===== config.mk =====
export PLATFORM = sky130hd
export DESIGN_NAME = wb_stage_mt
export DESIGN_NICKNAME = d
export VERILOG_FILES = /design/src/rtl/wb_pkg.sv /design/src/rtl/wb_load_align.sv /design/src/rtl/wb_stage_mt.sv
export SDC_FILE = /design/constraint.sdc
export NUM_CORES = 1
export LEC_CHECK = 0
export CAP_MARGIN = 20
export CORE_MARGIN = 1.5
export CORE_UTILIZATION = 44
export DETAILED_ROUTE_END_ITERATION = 8
export GPL_TIMING_DRIVEN = 0
export PLACE_DENSITY_LB_ADDON = 0.2
export SLEW_MARGIN = 10
export SYNTH_ARGS = -nofsm -noshare
export SYNTH_HDL_FRONTEND = slang
export SYNTH_SLANG_ARGS = --single-unit

===== constraint.sdc =====
create_clock -name clk -period 4.1 [get_ports clk]
set_input_delay 0.41 -clock clk [delete_from_list [all_inputs] [get_ports clk]]
set_output_delay 0.41 -clock clk [all_outputs]
set_load 0.03 [all_outputs]

===== src/rtl/wb_pkg.sv =====
// Shared types for the writeback stage: load funct3 codes, skid-buffer states
// and a default-width writeback entry.
package wb_pkg;

    localparam int DEF_XLEN   = 32;
    localparam int DEF_REG_AW = 5;
    localparam int DEF_HART_W = 2;

    typedef enum logic [2:0] {
        LB  = 3'd0,
        LH  = 3'd1,
        LW  = 3'd2,
        LBU = 3'd4,
        LHU = 3'd5
    } load_f3_e;

    typedef enum logic [1:0] {
        EMPTY = 2'd0,
        ONE   = 2'd1,
        TWO   = 2'd2
    } skid_state_e;

    typedef struct packed {
        logic [DEF_XLEN-1:0]   wdata;
        logic [DEF_REG_AW-1:0] waddr;
        logic                  we;
        logic [DEF_HART_W-1:0] hart;
    } wb_entry_t;

endpackage


===== src/rtl/wb_load_align.sv =====
// Combinational load aligner: picks the byte/half/word addressed by addr_lo
// and sign- or zero-extends it to XLEN.
module wb_load_align
    import wb_pkg::*;
#(
    parameter int XLEN = 32
) (
    input  logic [XLEN-1:0] ram_out,
    input  logic [2:0]      funct3,
    input  logic [1:0]      addr_lo,
    output logic [XLEN-1:0] aligned
);

    logic [31:0]     word_v;
    logic [7:0]      byte_v;
    logic [15:0]     half_v;
    logic [XLEN-1:0] word_ext;

    assign word_v = ram_out[31:0];
    assign byte_v = word_v[{addr_lo, 3'b000} +: 8];
    assign half_v = word_v[{addr_lo[1], 4'b0000} +: 16];

    // Word loads sign-extend bit 31 only when the datapath is wider than 32.
    generate
        if (XLEN == 32) begin : g_word32
            assign word_ext = word_v;
        end else begin : g_word_wide
            assign word_ext = {{(XLEN-32){word_v[31]}}, word_v};
        end
    endgenerate

    always_comb begin
        aligned = word_ext;
        case (funct3)
            LB:      aligned = {{(XLEN-8){byte_v[7]}}, byte_v};
            LH:      aligned = {{(XLEN-16){half_v[15]}}, half_v};
            LBU:     aligned = {{(XLEN-8){1'b0}}, byte_v};
            LHU:     aligned = {{(XLEN-16){1'b0}}, half_v};
            default: aligned = word_ext;
        endcase
    end

endmodule


===== src/rtl/wb_stage_mt.sv =====
// Multithreaded writeback stage with a two-entry skid buffer toward the register
// file; per-hart retire counters are built only when WB_INSTRET_EN is defined.
module wb_stage_mt
    import wb_pkg::*;
#(
    parameter int  XLEN      = 32,
    parameter int  NUM_HARTS = 4,
    parameter int  REG_AW    = 5,
    localparam int HART_W    = $clog2(NUM_HARTS)
) (
    input  logic              clk,
    input  logic              rst_n,
    input  logic              in_valid,
    output logic              in_ready,
    input  logic [XLEN-1:0]   in_wdata,
    input  logic [XLEN-1:0]   in_ram_out,
    input  logic [REG_AW-1:0] in_waddr,
    input  logic              in_regwrite,
    input  logic              in_memtoreg,
    input  logic [2:0]        in_ldfunct3,
    input  logic [1:0]        in_addr_lo,
    input  logic [HART_W-1:0] in_hart,
    output logic              rf_valid,
    input  logic              rf_ready,
    output logic [XLEN-1:0]   rf_wdata,
    output logic [REG_AW-1:0] rf_waddr,
    output logic              rf_we,
    output logic [HART_W-1:0] rf_hart
`ifdef WB_INSTRET_EN
    ,
    input  logic [HART_W-1:0] instret_sel,
    output logic [63:0]       instret_val
`endif
);

    typedef struct packed {
        logic [XLEN-1:0]   wdata;
        logic [REG_AW-1:0] waddr;
        logic              we;
        logic [HART_W-1:0] hart;
    } entry_t;

    skid_state_e state, state_next;
    entry_t      out_q, skid_q, new_entry;
    logic [XLEN-1:0] load_data;
    logic        accept, drain;
    logic        load_out, load_skid, out_from_skid;

    wb_load_align #(.XLEN(XLEN)) u_align (
        .ram_out (in_ram_out),
        .funct3  (in_ldfunct3),
        .addr_lo (in_addr_lo),
        .aligned (load_data)
    );

    assign new_entry.wdata = in_memtoreg ? load_data : in_wdata;
    assign new_entry.waddr = in_waddr;
    assign new_entry.we    = in_regwrite & (in_waddr != '0);
    assign new_entry.hart  = in_hart;

    // Both handshake outputs depend only on registered state, never on rf_ready.
    assign in_ready = (state != TWO);
    assign rf_valid = (state != EMPTY);
    assign accept   = in_valid & in_ready;
    assign drain    = rf_valid & rf_ready;

    always_ff @(posedge clk or negedge rst_n) begin
        if (!rst_n) begin
            state <= EMPTY;
        end else begin
            state <= state_next;
        end
    end

    always_comb begin
        state_next    = state;
        load_out      = 1'b0;
        load_skid     = 1'b0;
        out_from_skid = 1'b0;
        case (state)
            EMPTY: begin
                if (accept) begin
                    state_next = ONE;
                    load_out   = 1'b1;
                end
            end
            ONE: begin
                if (accept && drain) begin
                    load_out = 1'b1;
                end else if (accept) begin
                    state_next = TWO;
                    load_skid  = 1'b1;
                end else if (drain) begin
                    state_next = EMPTY;
                end
            end
            TWO: begin
                if (drain) begin
                    state_next    = ONE;
                    out_from_skid = 1'b1;
                end
            end
            default: state_next = EMPTY;
        endcase
    end

    always_ff @(posedge clk or negedge rst_n) begin
        if (!rst_n) begin
            out_q  <= '0;
            skid_q <= '0;
        end else begin
            if (load_out) begin
                out_q <= new_entry;
            end else if (out_from_skid) begin
                out_q <= skid_q;
            end
            if (load_skid) begin
                skid_q <= new_entry;
            end
        end
    end

    assign rf_wdata = out_q.wdata;
    assign rf_waddr = out_q.waddr;
    assign rf_we    = out_q.we;
    assign rf_hart  = out_q.hart;

`ifdef WB_INSTRET_EN
    logic [63:0] instret_q [NUM_HARTS];

    // Out-of-range hart IDs (non-power-of-two configs) retire uncounted.
    always_ff @(posedge clk or negedge rst_n) begin
        if (!rst_n) begin
            for (int i = 0; i < NUM_HARTS; i++) begin
                instret_q[i] <= '0;
            end
        end else if (drain && (int'(out_q.hart) < NUM_HARTS)) begin
            instret_q[out_q.hart] <= instret_q[out_q.hart] + 64'd1;
        end
    end

    assign instret_val = (int'(instret_sel) < NUM_HARTS) ? instret_q[instret_sel] : '0;
`endif

endmodule

# Word-level counts from Yosys, hierarchy flattened
# Index checks and enable logic that the tools add are counted.
# word_totals
reg_bits	82
inputBits	82
output_inout_bits	42
# op_classes
n_eq_ne	10
shift	2
n_mux	17
n_bitwise	3
n_reduce_logical	7
# op_table
operator	n
$pmux 32 s4	1
$mux 40	2
$mux 32	1
$shiftx 32x6->16	1
$shiftx 32x6->8	1
$mux 2	5
$ne 2x2->1 const B	4
$eq 3x3->1 const B	2
$mux 1	6
$pmux 2 s3	1
$reduce_bool 5->1	1
$reduce_and 4->1	1
$reduce_bool 2->1	2
$and 1x1->1	3
$eq 3x1->1 const B	1
$logic_not 3->1	1
$ne 3x3->1 const B	1
$eq 2x1->1 const B	1
$eq 2x2->1 const B	1
$logic_not 2->1	1
$pmux 1 s2	1
$logic_and 1x1->1	1

# Depth between registers and ports, before layout
# Gate-level depths: netlist of the first run.
# logic_depth
depth_word	6
depth_mapped	7
ltp_nobuf	5

# Hierarchy
# From an unflattened synthesis of the first run, not the netlist that was laid out.
# hier_totals
cells_unflattened	451
area_unflattened_um2	4838.4
# modules_own_cells
mod	instances	cells_each	area_per_inst_um2
wb_stage_mt	1	333	4043.9
wb_load_align	1	118	794.5

# Least setup slack after synthesis of the first run
# Ideal clock, no wire load.
# synth_path
kind	input port to flip-flop
start	input port in_addr_lo[0]
end	register skid_q[33] (netlist name)
arrival_time_ps	1539
required_ps	3965
setup_slack_ps	2426
cell_stages	6
n_path_buf	1
path_cell_list	mux2_2 -> a32oi_4 -> nand3_4 -> buf_6 -> o221ai_2 -> o21ai_0
# synth_via
elab_chain_cells	3
# synth_lines
item	line_no	rtl
start: declaration	wb_stage_mt.sv:21	input logic [1:0] in_addr_lo,
$shiftx 32x6->8	wb_load_align.sv:20	assign byte_v = word_v[{addr_lo, 3'b000} +: 8];
$pmux 32 s4	wb_load_align.sv:34	case (funct3)
$mux 32	wb_stage_mt.sv:56	assign new_entry.wdata = in_memtoreg ? load_data : in_wdata;
end signal: assignment	wb_stage_mt.sv:118	skid_q <= new_entry;
end: declaration	wb_stage_mt.sv:44	entry_t out_q, skid_q, new_entry;
# No other way between the ends.
# A chain may end at the register's enable or synchronous reset.

# Worst setup path in the final report of the first run
# layout_path
start	input port in_addr_lo[0]
end	register out_q (netlist bit rf_wdata[8])
# layout_via
elab_chain_cells	4
# layout_lines
item	line_no	rtl
$shiftx 32x6->8	wb_load_align.sv:20	
$pmux 32 s4	wb_load_align.sv:34	
$mux 32	wb_stage_mt.sv:56	
$mux 40	wb_stage_mt.sv:112	if (load_out) begin
end signal: assignment	wb_stage_mt.sv:113	out_q <= new_entry;
end signal: assignment	wb_stage_mt.sv:115	out_q <= skid_q;
end: declaration	wb_stage_mt.sv:44	
# No other way between the ends.

==> results of run 1 <==
[layout make-up]
type	instances	share of cell area (%)
Inverter	4	0.240
Multi-Input combinational cell	376	37.8
Timing Repair Buffer	124	20.0
Tap cell	136	2.72
Buffer	36	2.64
Clock inverter	6	1.80
Sequential cell	82	32.7
Clock buffer	10	2.04
[sequential cells by signal (all words and copies together) (netlist names)]
name	count
rf_hart	2
rf_waddr	5
rf_wdata	32
rf_we	1
skid_q	40
state	2
[final timing paths]
path                                        startpoint                       to  slack, ps
worst max-delay path                     in_addr_lo[0]  rf_wdata[8]$_DFFE_PN0P_       1690
min in group clk                skid_q[29]$_DFFE_PN0P_   skid_q[29]$_DFFE_PN0P_        480
worst min-delay path                             rst_n  rf_waddr[2]$_DFFE_PN0P_        460
max in group asynchronous                        rst_n   skid_q[11]$_DFFE_PN0P_       3040
worst min register to register  skid_q[29]$_DFFE_PN0P_   skid_q[29]$_DFFE_PN0P_        480
worst max register to register    state[1]$_DFFE_PN0P_  rf_wdata[8]$_DFFE_PN0P_       1930
[report_power, final]
group	switching, uW	internal [uW]
combinational	635	518
sequential	146	1070
clock	309	407
[worst register-to-register path: stages (launching register included)]
cell	delay (ps)
dfrtp_1	420
nor2b_1	310
nand2_1	330
nor2_1	760
a221oi_1	180
[per-layer routing]
layer  vias to the layer above  track usage, %  share of wire [%]
li1                       2065               -                  -
met1                      2136            36.3                 43
met2                       173            43.8                 49
met3                        24            3.15                6.3
met4                         0            7.93                1.6
met5                         -               0                  0
[Yosys cell counts (all sizes together)]
library cell,count,share of area (%)
nand2,84,6.9
dfrtp,82,45
o21ai,42,4.6
nor2,40,3.3
mux2,27,6.6
nand2b,23,3.1
and2,19,2.6
clkbuf,19,1.6
buf,17,2.0
a221oi,16,3.0
o221ai,16,4.4
a21oi,15,1.6
a31oi,14,1.9
nor2b,11,1.5
a211oi,8,1.3
mux2i,8,1.7
nand3,8,1.1
nor3,8,0.87
o22ai,8,1.1
a211o,7,1.3
o211a,6,1.3
o31ai,6,0.98
inv,4,0.33
a22o,2,0.38
a22oi,1,0.16
a32oi,1,0.60
o2111ai,1,0.19
o211ai,1,0.16
or2,1,0.14
or2b,1,0.16
or3,1,0.24
or4,1,0.16
[per-stage QoR]
step / util (%) / worst slack, ps / setup TNS, ps
4_1_cts: 61.2 / 1820 / 0
3_5_place_dp: 58.8 / 1440 / 0
5_1_grt: 61.2 / 1610 / 0
2_1_floorplan: - / 2430 / 0
3_3_place_gp: 58.6 / -228 / -18300
6_report: 61.2 / 1690 / 0
[cells by family after synthesis]
group | synth area share, %
AND/OR/NAND/NOR | 20.0
AO/OA/AOI/OAI | 23.1
multiplexers | 8.35
buffers and inverters | 3.92
flip-flops | 44.6
[repair_timing]
item,CTS,global route
hold buffers,1,0
setup endpoints to repair,0,0
endpoints found under the hold margin,16,0
[cell usage in the layout, fill, tap and decap left out, types with 7 or more instances in the layout]
| cell type | instances |
|---|---|
| a31oi_1 | 14 |
| nor3_1 | 8 |
| o22ai_1 | 8 |
| clkdlybuf4s50_1 | 121 |
| a211o_1 | 7 |
| clkbuf_1 | 20 |
| buf_2 | 15 |
| and2_1 | 19 |
| nor2b_1 | 11 |
| dfrtp_1 | 82 |
| nand3_1 | 7 |
| o221ai_2 | 10 |
| a211oi_1 | 8 |
| a21oi_1 | 15 |
| clkbuf_8 | 9 |
| mux2i_1 | 8 |
| nand2b_1 | 23 |
| nand2_1 | 84 |
| o21ai_0 | 40 |
| mux2_2 | 27 |
| a221oi_1 | 16 |
| nor2_1 | 40 |
==> impl_metrics.py, run 1 <==
metrics = {
    "die": {
        "dieArea_sq_um": 11100,
        "die_w_microns": 105,
        "initial_core_util_pct": 45.0,
        "die_y_microns": 105,
        "rows": 37,
        "coreArea_sq_um": 10200,
        "ioPinCount": 124,
    },
    "critical_path": {
        "cp.required_ps": 4290,
        "crit_path_max_incr_delay_ps": 660,
        "cp.depth": 6,
        "cp_common_cell": "nor2_1",
        "crit_buf_inv": 1,
        "crit_arrival_ps": 2600,
        "crit_fanout": 8,
        "path_cells": "clkdlybuf4s50_1, mux2_2, a32oi_4, nor2_1, nor2_1, a221oi_1",
        "cp_slowest_cell": "nor2_1",
        "critPathTopFamily": "simple AND/OR/NAND/NOR gates",
        "start_kind": "primary input",
        "worstSetupPathType": "in -> reg",
        "endpoint_kind": "register",
        "reg2reg_depth": 4,
    },
    "global_routing": {
        "grt-ovfl-total": 0,
        "grt_usage_pct": 26.4,
        "grt_pass1_wl_microns": 22800,
        "antenna_found_initial": 0,
        "grt_pass1_vias": 4359,
        "grt_max_degree": 67,
    },
    "timing": {
        "finalCriticalPeriod_ps": 2410,
        "relSlewSlack_pct": 43.0,
        "maxSlewViolCount": 0,
        "hold_slack_ps": 456,
        "skew_ps": 8.93,
        "final-setup-viol-count": 0,
        "finalCritPeriodShare_pct": 58.7,
        "rsz0062_at_grt": "false",
        "max_freq_ghz": 0.416,
        "worstMarginPinSlew_ps": 852,
        "hold_violations": 0,
    },
    "logic_synthesis": {
        "synth_cell_types": 38,
        "synthesis.nets": 580,
        "syn_inst": 498,
        "syn-cell-area_sq_um": 4600,
        "ys_ff_latch": 82,
        "seq_area_frac_synth_pct": 44.6,
        "syn_avg_cell_area_sq_um": 9.24,
        "yosysWarnings": 0,
    },
    "clock_network": {
        "numCtsBuffers": 9,
        "cts_resized": 0,
        "clkSinkCount": 82,
        "cts_tree": "built",
        "post_cts_buffers": 0,
        "root_buffer": "clkbuf_8",
        "clockBufferDepth": 2,
        "clkLatencyLatePin_ps": 360,
        "clk_pin_slew_worst_paths_ps": 90,
        "cts_max_level": 3,
    },
    "pwr": {
        "power_density_nw_per_um2": 493,
        "finalPower_uw": 3090,
        "leakagePower_uw": 0.00261,
        "ir_drop_uv": 268,
    },
    "place": {
        "numPortBuffers": 122,
        "place_hpwl_microns": 10600,
        "place_inst": 757,
        "gp_congestion": 0.933,
        "dpl_cell_area_sq_um": 6020,
    },
    "finish": {
        "synthToLayoutAreaGrowth_pct": 36.2,
        "regArea_sq_um": 2050,
        "multi_input_area_sq_um": 2370,
        "fin_area_sq_um": 6270,
        "layout-drive-gt1-share_pct": 11.9,
        "nets": 715,
        "fill_cells": 928,
        "num_antenna_cells": 0,
        "layoutNonFillerInstCount": 774,
    },
    "routing": {
        "ant_nets": 0,
        "route.detailed.drc": 0,
        "drt_iter0_drc": 276,
        "vias": 4398,
        "via_per_inst": 5.68,
        "routedWlPerCell_microns": 18.4,
        "first_pass_iters": 5,
        "postRouteWirelength_microns": 14200,
    },
    "worst_hold_path": {
        "min_path_type": "in -> async",
    },
    "flow_run": {
        "maxCapViolCount": 0,
    },
    "status": {
        "status": "completed",
    },
}
Power figures use the tool's default switching activity.
==> run 2, diff against run 1 <==
- clock period: 4.1 -> 2.4 ns (I/O delays scaled with it)
==> results of run 2 <==
Same layout as run 1 (identical final DEF). Status: completed.
Main changes from that run: setup slack after placement 1440 ps -> -92.8 ps; setup slack after layout 1690 ps -> 165 ps; hold slack 456 ps -> 286 ps; register-to-register setup slack 1930 ps -> 230 ps; total power 3090 uW -> 5270 uW; worst IR drop on VDD 268 uV -> 458 uV
==> run 3, diff against run 2 <==
- ABC_AREA: not set -> 1
- clock period: 2.4 -> 2.86 ns (I/O delays scaled with it)
==> impl_metrics.py, run 3 <==
metrics = {
    "global_routing": {
        "grt-ovfl-total": 0,
        "grt_pass1_wl_microns": 24000,
        "grt_pass1_vias": 4759,
        "antenna_found_initial": 0,
        "grt_usage_pct": 27.2,
        "grt_max_degree": 52,
    },
    "worst_hold_path": {
        "min_path_type": "in -> async",
    },
    "die": {
        "die_y_microns": 106,
        "rows": 37,
        "initial_core_util_pct": 45.3,
        "dieArea_sq_um": 11300,
        "die_w_microns": 106,
        "coreArea_sq_um": 10300,
        "ioPinCount": 124,
    },
    "routing": {
        "drt_iter0_drc": 416,
        "routedWlPerCell_microns": 15.1,
        "ant_nets": 0,
        "first_pass_iters": 5,
        "postRouteWirelength_microns": 14600,
        "route.detailed.drc": 0,
        "via_per_inst": 5.19,
        "vias": 5038,
    },
    "clock_network": {
        "root_buffer": "clkbuf_8",
        "numCtsBuffers": 9,
        "cts_tree": "built",
        "clkSinkCount": 82,
        "cts_max_level": 3,
        "cts_resized": 0,
        "clk_pin_slew_worst_paths_ps": 90,
        "clkLatencyLatePin_ps": 360,
        "clockBufferDepth": 2,
    },
    "place": {
        "detailedPlace.worstSlack_ps": 715,
        "numPortBuffers": 120,
        "place_inst": 955,
        "gp_congestion": 0.875,
        "place_hpwl_microns": 11000,
    },
    "timing": {
        "skew_ps": 9.14,
        "finalCritPeriodShare_pct": 67.1,
        "maxSlewViolCount": 0,
        "setup_tns_ps": 0,
        "max_freq_ghz": 0.521,
        "worstMarginPinSlew_ps": 695,
        "final-setup-viol-count": 0,
        "rsz0062_at_grt": "false",
        "finalCriticalPeriod_ps": 1920,
        "fin_ws_ps": 941,
        "relSlewSlack_pct": 53.5,
        "hold_violations": 0,
    },
    "logic_synthesis": {
        "yosysWarnings": 0,
        "synth_cell_types": 23,
        "synth_area_leaders": "dfrtp_1 (44%), nand2_1 (23%), nor2_1 (7.1%), nand3_1 (6.0%), a21oi_1 (3.5%)",
        "syn_avg_cell_area_sq_um": 6.70,
        "syn_inst": 698,
        "seq_area_frac_synth_pct": 43.9,
        "ys_ff_latch": 82,
        "synth_common_cells": "nand2_1 (292), nor2_1 (88), dfrtp_1 (82), nand3_1 (56), a21oi_1 (33)",
        "ys.flop_type": "dfrtp_1",
        "synth_top_area_share_pct": 43.9,
        "synth_edf_count": 0,
        "synthArstFlopShare_pct": 100,
        "yosysTopAreaCell": "dfrtp_1",
        "yosysMostFrequentCell": "nand2_1",
        "syn-cell-area_sq_um": 4680,
        "synthesis.nets": 780,
    },
    "critical_path": {
        "cp_slowest_cell": "clkdlybuf4s50_1",
        "path_cells": "nor2_1, inv_1, clkdlybuf4s50_1",
        "start_kind": "register",
        "crit_arrival_ps": 1630,
        "crit_fanout": 4,
        "crit_path_max_incr_delay_ps": 590,
        "worstSetupPathType": "reg -> out",
        "critPathTopFamily": "buffers and inverters",
        "endpoint_kind": "output pin",
        "cp.required_ps": 2570,
        "crit_buf_inv": 2,
    },
    "finish": {
        "num_antenna_cells": 0,
        "largest_reg_flops": 40,
        "layout_commonest_cell": "nand2_1",
        "synthToLayoutAreaGrowth_pct": 34.5,
        "final_util_pct": 60.9,
        "final_cell_mix": "nand2_1 (292), clkdlybuf4s50_1 (119), nor2_1 (88), dfrtp_1 (82), nand3_1 (56)",
        "layout-drive-gt1-share_pct": 8.15,
        "max_flop_register": "skid_q",
        "layoutNonFillerInstCount": 970,
        "nets": 913,
    },
    "flow_run": {
        "maxCapViolCount": 0,
    },
    "status": {
        "status": "completed",
    },
    "pwr": {
        "power_density_nw_per_um2": 736,
        "leakagePower_uw": 0.00307,
        "ir_drop_uv": 412,
        "finalPower_uw": 4630,
    },
}
## run 3: cell types whose count changed after synthesis, sizes merged, moves of 23 or more
cell    before  now
nand2       84  293
nor2        40   91
nand3        8   56
mux2        27    0
or2          1   25
nand2b      23    0
## run 3: stage by stage
stage                     hold slack (ps)  area [sq um]
after CTS                             415          6290
after detailed placement              268          6070
after floorplan                     -9.59          4680
after global placement                449          6050
final                                 406          6290
after global routing                  445          6290
## run 3: final timing paths
check | startpoint | cells past startpoint | slack [ps] | end
min reg2reg | skid_q[0]$_DFFE_PN0P_ | 2 | 470 | skid_q[0]$_DFFE_PN0P_
max reg2reg | state[1]$_DFFE_PN0P_ | 8 | 1110 | rf_wdata[13]$_DFFE_PN0P_
max in group asynchronous | rst_n | 3 | 1840 | skid_q[21]$_DFFE_PN0P_
min in group clk | skid_q[0]$_DFFE_PN0P_ | 2 | 470 | skid_q[0]$_DFFE_PN0P_
min | rst_n | 2 | 410 | rf_waddr[2]$_DFFE_PN0P_
max | state[0]$_DFFE_PN0P_ | 3 | 940 | in_ready
## run 3: cells by family (layout without fill, tap and decap cells)
family	after synthesis	count (layout)	share of synthesized area, %
buffers and inverters	64	200	5.91
AO/OA/AOI/OAI	82	82	9.15
AND/OR/NAND/NOR	470	470	41.1
flip-flops	82	82	43.9
## run 3: power breakdown
part	switching (uW)	internal [uW]	leakage, uW
combinational	1130	792	0.00196
sequential	222	1570	0.00101
clock	434	482	0.000101
total	1780	2840	0.00307
## run 3: final cells by class
class	instances	area (sq um)
clock inverters	5	81.3
multi-input cells	552	2350
flip-flops and latches	82	2050
inverters	24	90.1
well taps	136	170
plain buffers	40	186
clock buffers	9	124
fillers	1004	4040
repair buffers	122	1240
## run 3: worst reg2reg max path, stage by stage, from the launching register on
cell and delay [ps]:
dfrtp_1 380, inv_2 80, nand2_1 100, nor2_4 270
clkbuf_1 500, nor2_1 110, nor2_1 130, nand2_1 70
nand2_1 50
## run 3: routing by layer
metal / share of wire [%] / vias up / track usage [%] / wire length (microns)
li1: - / 2458 / - / -
met3: 6.7 / 22 / 5.03 / 987
met5: 0 / - / 0 / 0
met1: 47 / 2336 / 39.2 / 6820
met2: 45 / 222 / 40.9 / 6560
met4: 1.9 / 0 / 9.27 / 276
## run 3: what timing repair did
action	CTS	global route
hold buffers	1	0
endpoints found under the hold margin	31	0
setup buffers	0	0
